$ cat src/rtl/fpu_rob_dispatch.sv
`default_nettype none
// ============================================================================
// fpu_rob_dispatch
//   Round-robin dispatch of FP requests over NUM_LANES lanes, with in-order
//   result return through an epoch-tagged reorder buffer.
//   Revision: 1.0
// ============================================================================
module fpu_rob_dispatch #(
  parameter int NUM_LANES    = 2,
  parameter int ROB_DEPTH    = 8,
  parameter int WIDTH        = 64,
  parameter int REQ_WIDTH    = 256,
  parameter int STATUS_WIDTH = 5,
  parameter int TAG_WIDTH    = 4,
  localparam int IDXW        = $clog2(ROB_DEPTH),
  localparam int XW          = IDXW + 1
) (
  input  logic                              clk_i,
  input  logic                              rst_i,
  input  logic                              in_valid_i,
  output logic                              in_ready_o,
  input  logic [REQ_WIDTH-1:0]              in_req_i,
  input  logic [TAG_WIDTH-1:0]              in_tag_i,
  input  logic                              flush_i,
  output logic [NUM_LANES-1:0]              lane_valid_o,
  input  logic [NUM_LANES-1:0]              lane_ready_i,
  output logic [NUM_LANES*REQ_WIDTH-1:0]    lane_req_o,
  output logic [NUM_LANES*XW-1:0]           lane_rob_idx_o,
  output logic                              lane_flush_o,
  input  logic [NUM_LANES-1:0]              lane_out_valid_i,
  output logic [NUM_LANES-1:0]              lane_out_ready_o,
  input  logic [NUM_LANES*WIDTH-1:0]        lane_result_i,
  input  logic [NUM_LANES*STATUS_WIDTH-1:0] lane_status_i,
  input  logic [NUM_LANES*XW-1:0]           lane_rob_idx_i,
  output logic                              out_valid_o,
  input  logic                              out_ready_i,
  output logic [WIDTH-1:0]                  result_o,
  output logic [STATUS_WIDTH-1:0]           status_o,
  output logic [TAG_WIDTH-1:0]              tag_o,
  output logic                              busy_o
);

  localparam int LW = (NUM_LANES > 1) ? $clog2(NUM_LANES) : 1;
  localparam logic [XW-1:0]   FULL_CNT = XW'(ROB_DEPTH);
  localparam logic [XW-1:0]   CNT_ONE  = XW'(1);
  localparam logic [IDXW-1:0] IDX_ONE  = IDXW'(1);

  logic [IDXW-1:0]         head_q, head_d, tail_q, tail_d;
  logic [XW-1:0]           count_q, count_d;
  logic                    epoch_q, epoch_d;
  logic [LW-1:0]           rr_q, rr_d;
  logic [ROB_DEPTH-1:0]    alloc_q, alloc_d, done_q, done_d;
  logic [TAG_WIDTH-1:0]    tag_q  [ROB_DEPTH];
  logic [TAG_WIDTH-1:0]    tag_d  [ROB_DEPTH];
  logic [WIDTH-1:0]        res_q  [ROB_DEPTH];
  logic [WIDTH-1:0]        res_d  [ROB_DEPTH];
  logic [STATUS_WIDTH-1:0] stat_q [ROB_DEPTH];
  logic [STATUS_WIDTH-1:0] stat_d [ROB_DEPTH];

  logic [LW-1:0]           sel;
  logic                    accept;
  logic                    retire;
  logic [IDXW-1:0]         cidx [NUM_LANES];
  logic [NUM_LANES-1:0]    cwr;

  function automatic logic [LW-1:0] lane_wrap(input logic [LW-1:0] base, input int offs);
    int s;
    s = (int'(base) + offs) % NUM_LANES;
    return LW'(s);
  endfunction

  // Lowest offset from rr wins, so scan from the far end and let nearer lanes overwrite.
  always_comb begin
    sel = rr_q;
    for (int i = NUM_LANES - 1; i >= 0; i--) begin
      if (lane_ready_i[lane_wrap(rr_q, i)]) sel = lane_wrap(rr_q, i);
    end
  end

  assign in_ready_o       = !rst_i && !flush_i && (count_q != FULL_CNT) && (|lane_ready_i);
  assign accept           = in_valid_i && in_ready_o;
  assign out_valid_o      = !rst_i && alloc_q[head_q] && done_q[head_q];
  assign retire           = out_valid_o && out_ready_i && !flush_i;
  assign result_o         = res_q[head_q];
  assign status_o         = stat_q[head_q];
  assign tag_o            = tag_q[head_q];
  assign busy_o           = !rst_i && (count_q != '0);
  assign lane_flush_o     = flush_i;
  assign lane_out_ready_o = {NUM_LANES{~rst_i}};
  assign lane_req_o       = {NUM_LANES{in_req_i}};
  assign lane_rob_idx_o   = {NUM_LANES{epoch_q, tail_q}};

  always_comb begin
    lane_valid_o = '0;
    if (accept) lane_valid_o[sel] = 1'b1;
  end

  // Stale-epoch or unallocated responses are dropped here.
  for (genvar k = 0; k < NUM_LANES; k++) begin : g_lane_resp
    assign cidx[k] = lane_rob_idx_i[k*XW +: IDXW];
    assign cwr[k]  = lane_out_valid_i[k] && (lane_rob_idx_i[k*XW+IDXW] == epoch_q)
                     && alloc_q[lane_rob_idx_i[k*XW +: IDXW]];
  end

  always_comb begin
    head_d  = head_q;
    tail_d  = tail_q;
    count_d = count_q;
    epoch_d = epoch_q;
    rr_d    = rr_q;
    alloc_d = alloc_q;
    done_d  = done_q;
    tag_d   = tag_q;
    res_d   = res_q;
    stat_d  = stat_q;

    for (int k = 0; k < NUM_LANES; k++) begin
      if (cwr[k]) begin
        done_d[cidx[k]] = 1'b1;
        res_d[cidx[k]]  = lane_result_i[k*WIDTH +: WIDTH];
        stat_d[cidx[k]] = lane_status_i[k*STATUS_WIDTH +: STATUS_WIDTH];
      end
    end

    if (retire) begin
      alloc_d[head_q] = 1'b0;
      done_d[head_q]  = 1'b0;
      head_d          = head_q + IDX_ONE;
    end

    if (accept) begin
      alloc_d[tail_q] = 1'b1;
      done_d[tail_q]  = 1'b0;
      tag_d[tail_q]   = in_tag_i;
      tail_d          = tail_q + IDX_ONE;
      rr_d            = lane_wrap(sel, 1);
    end

    case ({accept, retire})
      2'b10:   count_d = count_q + CNT_ONE;
      2'b01:   count_d = count_q - CNT_ONE;
      default: count_d = count_q;
    endcase

    if (flush_i) begin
      alloc_d = '0;
      done_d  = '0;
      head_d  = '0;
      tail_d  = '0;
      count_d = '0;
      epoch_d = ~epoch_q;
    end
  end

  always_ff @(posedge clk_i) begin
    if (rst_i) begin
      head_q  <= '0;
      tail_q  <= '0;
      count_q <= '0;
      epoch_q <= 1'b0;
      rr_q    <= '0;
      alloc_q <= '0;
      done_q  <= '0;
      for (int e = 0; e < ROB_DEPTH; e++) begin
        tag_q[e]  <= '0;
        res_q[e]  <= '0;
        stat_q[e] <= '0;
      end
    end else begin
      head_q  <= head_d;
      tail_q  <= tail_d;
      count_q <= count_d;
      epoch_q <= epoch_d;
      rr_q    <= rr_d;
      alloc_q <= alloc_d;
      done_q  <= done_d;
      tag_q   <= tag_d;
      res_q   <= res_d;
      stat_q  <= stat_d;
    end
  end

endmodule
`default_nettype wire
$ cat config.mk
export PLATFORM = sky130hd
export DESIGN_NAME = fpu_rob_dispatch
export DESIGN_NICKNAME = d
export VERILOG_FILES = /design/src/rtl/fpu_rob_dispatch.sv
export SDC_FILE = /design/constraint.sdc
export NUM_CORES = 2
export LEC_CHECK = 0
export CAP_MARGIN = 20
export CORE_AREA = 2 2 394 396
export CTS_CLUSTER_SIZE = 16
export DETAILED_ROUTE_END_ITERATION = 8
export DIE_AREA = 0 0 396 398
export PLACE_DENSITY = 0.46
export SYNTH_ARGS = -nofsm -noshare
export SYNTH_HDL_FRONTEND = slang
export SYNTH_SLANG_ARGS = --single-unit
$ cat constraint.sdc
create_clock -name clk_i -period 3.9 [get_ports clk_i]
set_input_delay 0.39 -clock clk_i [delete_from_list [all_inputs] [get_ports clk_i]]
set_output_delay 0.39 -clock clk_i [all_outputs]
set_load 0.1 [all_outputs]
==> impl_metrics.tcl <==
set metrics [dict create \
    finalHoldViolCount 0 \
    maxSlewHeadroom_pct 15.0 \
    outcome "complete, no violations" \
    post-route-drc-count 0 \
    fp.coreArea_um2 153000 \
    grt_pass1_vias 28800 \
    place_congestion 0.746 \
    postCtsHoldBufs 0 \
    drv_cap 0 \
    drive_above_1_share_pct 15.3 \
    syn_area_um2 34600 \
    p_leak_uw 0.0120 \
    max_stage_delay_ns 0.60 \
    wl_met1_mm 62.2 \
    period_share_pct 92.5 \
    vias_per_cell 5.30 \
    cp_slowest_cell "dfxtp_4" \
    tightest_slew_ns 1.28 \
    worstPathRequired_ns 3.51 \
    ys_ff_latch 612 \
    drt-initial-drc-count 2937 \
    io_pins 1016 \
    fin_skew_ns 0.0236 \
    drt-total-wl_mm 150 \
    ir_drop_mv 0.271 \
    cts_setup_buffers 0 \
    maxSlewViolCount 0 \
    cts_resized 0 \
    htree_levels 3 \
    ys_seq_area_share_pct 35.5 \
    path_cells "buf_12 -> mux4_2 -> mux2_2 -> buf_4" \
    syn_inst 4033 \
    cts.sinks 612 \
    die-area_um2 158000 \
    wl_met3_mm 13.4 \
    gr-usage-all-layers_pct 18.4 \
    initial_core_util_pct 22.5 \
    fp.dieH_um 398 \
    fillers 16300 \
    cp.arrival_ns 3.22 \
    clockRootBuffer "clkbuf_16" \
    vias 29600 \
    finalSetupTns_ns 0 \
    wl_per_cell_um 26.9 \
    fmax_mhz 277 \
    path_max_fanout 82 \
    synth_area_per_cell_um2 8.57 \
    cts_tree "done" \
    power.density_nw_per_um2 371 \
    synthToLayoutAreaGrowth_pct 8.50 \
    cts.reportedPaths.clkPinSlew_ns 0.06 \
    dp_cells 5457 \
    syn-num-nets 4453 \
    synthFlopType "dfxtp_1" \
    path_class "register to output pin" \
    min_period_ns 3.61 \
    antenna_found_initial 28 \
    routed.top_layer "met5" \
    layout_common_cells "dfxtp_1 (609), nor2_1 (598), nand2_1 (572)" \
    firstDrtPassIters 6 \
    final_antenna_net_count 0 \
    cp-end-kind "output pin" \
    io_buffers 247 \
    cts_buffers 72 \
    instances_no_fill 5583 \
    clockBufferDepth 3 \
    setup_violations 0 \
    die_w_um 396 \
    synth_cell_types 54 \
    rows 144 \
    yosysWarnings 0 \
    r2r_slack_ns 0.77 \
    grt_max_degree 205 \
    overflow 0 \
    rsz0062_at_grt "no" \
    clk_latency_ns 0.68 \
    wl_met2_mm 69.1 \
    grt_pass1_wl_mm 214 \
    nets 3907 \
    synth_edf_count 0 \
    crit_path_start_kind "register" \
    holdCritPathClass "input port to register" \
    async_flop_share_pct 0 \
    place_hpwl_mm 85.6 \
    mostFrequentLayoutCell "dfxtp_1" \
]
-- cells in the mapped netlist (3+ instances only) --
master	number	area, um^2
dfxtp_1	612	12300
nor2_1	598	2240
nand2_1	572	2150
buf_4	528	3960
clkbuf_1	293	1100
nor3_1	279	1400
a221oi_1	276	2420
a311oi_1	276	2420
mux4_2	150	3380
buf_1	88	330
mux2_2	74	833
and2_1	70	438
buf_2	52	260
mux2i_1	39	390
nand3_1	9	45.0
o21ai_0	9	45.0
a21oi_1	8	40.0
and3_1	6	37.5
inv_1	6	22.5
nor3b_1	6	45.0
or3_1	6	37.5
ha_1	5	62.6
xor2_1	5	43.8
nand3b_1	4	30.0
nor4_4	4	85.1
or4_1	4	30.0
xnor2_1	4	35.0
a21o_1	3	22.5
a31oi_1	3	18.8
and3b_1	3	26.3
and4_1	3	26.3
and4b_1	3	30.0
nand2b_1	3	18.8
nand4_1	3	18.8
nor2b_1	3	18.8
nor3_4	3	48.8
-- routing by layer --
layer | track usage, % | up-vias
li1 | - | 12900
met1 | 23.4 | 14700
met5 | 0.0303 | -
met4 | 8.05 | 38
met2 | 29.2 | 1560
met3 | 4.83 | 447
-- final cells by class --
class	instances	area (um^2)	share of cell area (%)
antenna	5	12.5	0.0334
clock buffer	104	2090	5.59
clock inverter	17	209	0.557
inverter	7	26.3	0.0701
multi-input combinational	2452	16800	44.7
sequential	612	12300	32.7
tap	2044	2560	6.82
timing repair buffer	342	3580	9.56
-- kinds of logic after synthesis --
| family | count (synthesis) | synth area share (%) |
|---|---|---|
| mux | 263 | 13.3 |
| compound gates | 583 | 14.6 |
| fa+ha+maj | 5 | 0.181 |
| xor+xnor | 9 | 0.228 |
| simple gates | 1592 | 19.8 |
| buf+inv | 969 | 16.5 |
| flops | 612 | 35.5 |
-- registers in the layout (all words and copies together), names as in the netlist --
register and count:
tail_q 3, epoch_q 1, tag_q 32, res_q 512
head_q 3, stat_q 40, done_q 8, rr_q 1
alloc_q 8, count_q 4
-- power breakdown --
part	internal, uW	leakage (uW)	switching [uW]
logic	230	0.00592	515
clock network	3980	0.00113	2910
registers	6260	0.00493	11.9
total	10500	0.0120	3430
-- through the flow --
stage                     setup WS, ns  hold WS, ns  power [uW]  util [%]  cell area, um^2
after global routing             0.142       0.0635       14300      24.5            37500
after floorplan                 0.0110        0.445        9250         -            34600
final                            0.291       0.0681       13900      24.5            37500
after detailed placement         0.710        0.467        7150      22.9            35200
after CTS                        0.239       0.0212       14100      24.4            37500
after global placement           0.705        0.463        7160      22.9            35200
-- path summary, 6_finish.rpt --
kind / start / to / cells past startpoint
setup / recovery: head_q[0]$_SDFFE_PP0N_ / result_o[31] / 4
hold / removal: rst_i / tag_q[26]$_SDFFE_PP0P_ / 2
setup reg to reg: head_q[0]$_SDFFE_PP0N_ / count_q[3]$_SDFFE_PP0P_ / 10
hold reg to reg: res_q[334]$_SDFF_PP0_ / res_q[334]$_SDFF_PP0_ / 2
-- worst max-delay path, delay by kind of cell, from the launching register on --
| kind | cells | cell delay (ns) |
|---|---|---|
| mux | 2 | 0.94 |
| buf+inv | 2 | 0.80 |
| flops | 1 | 0.60 |
Power figures use the tool's default switching activity.
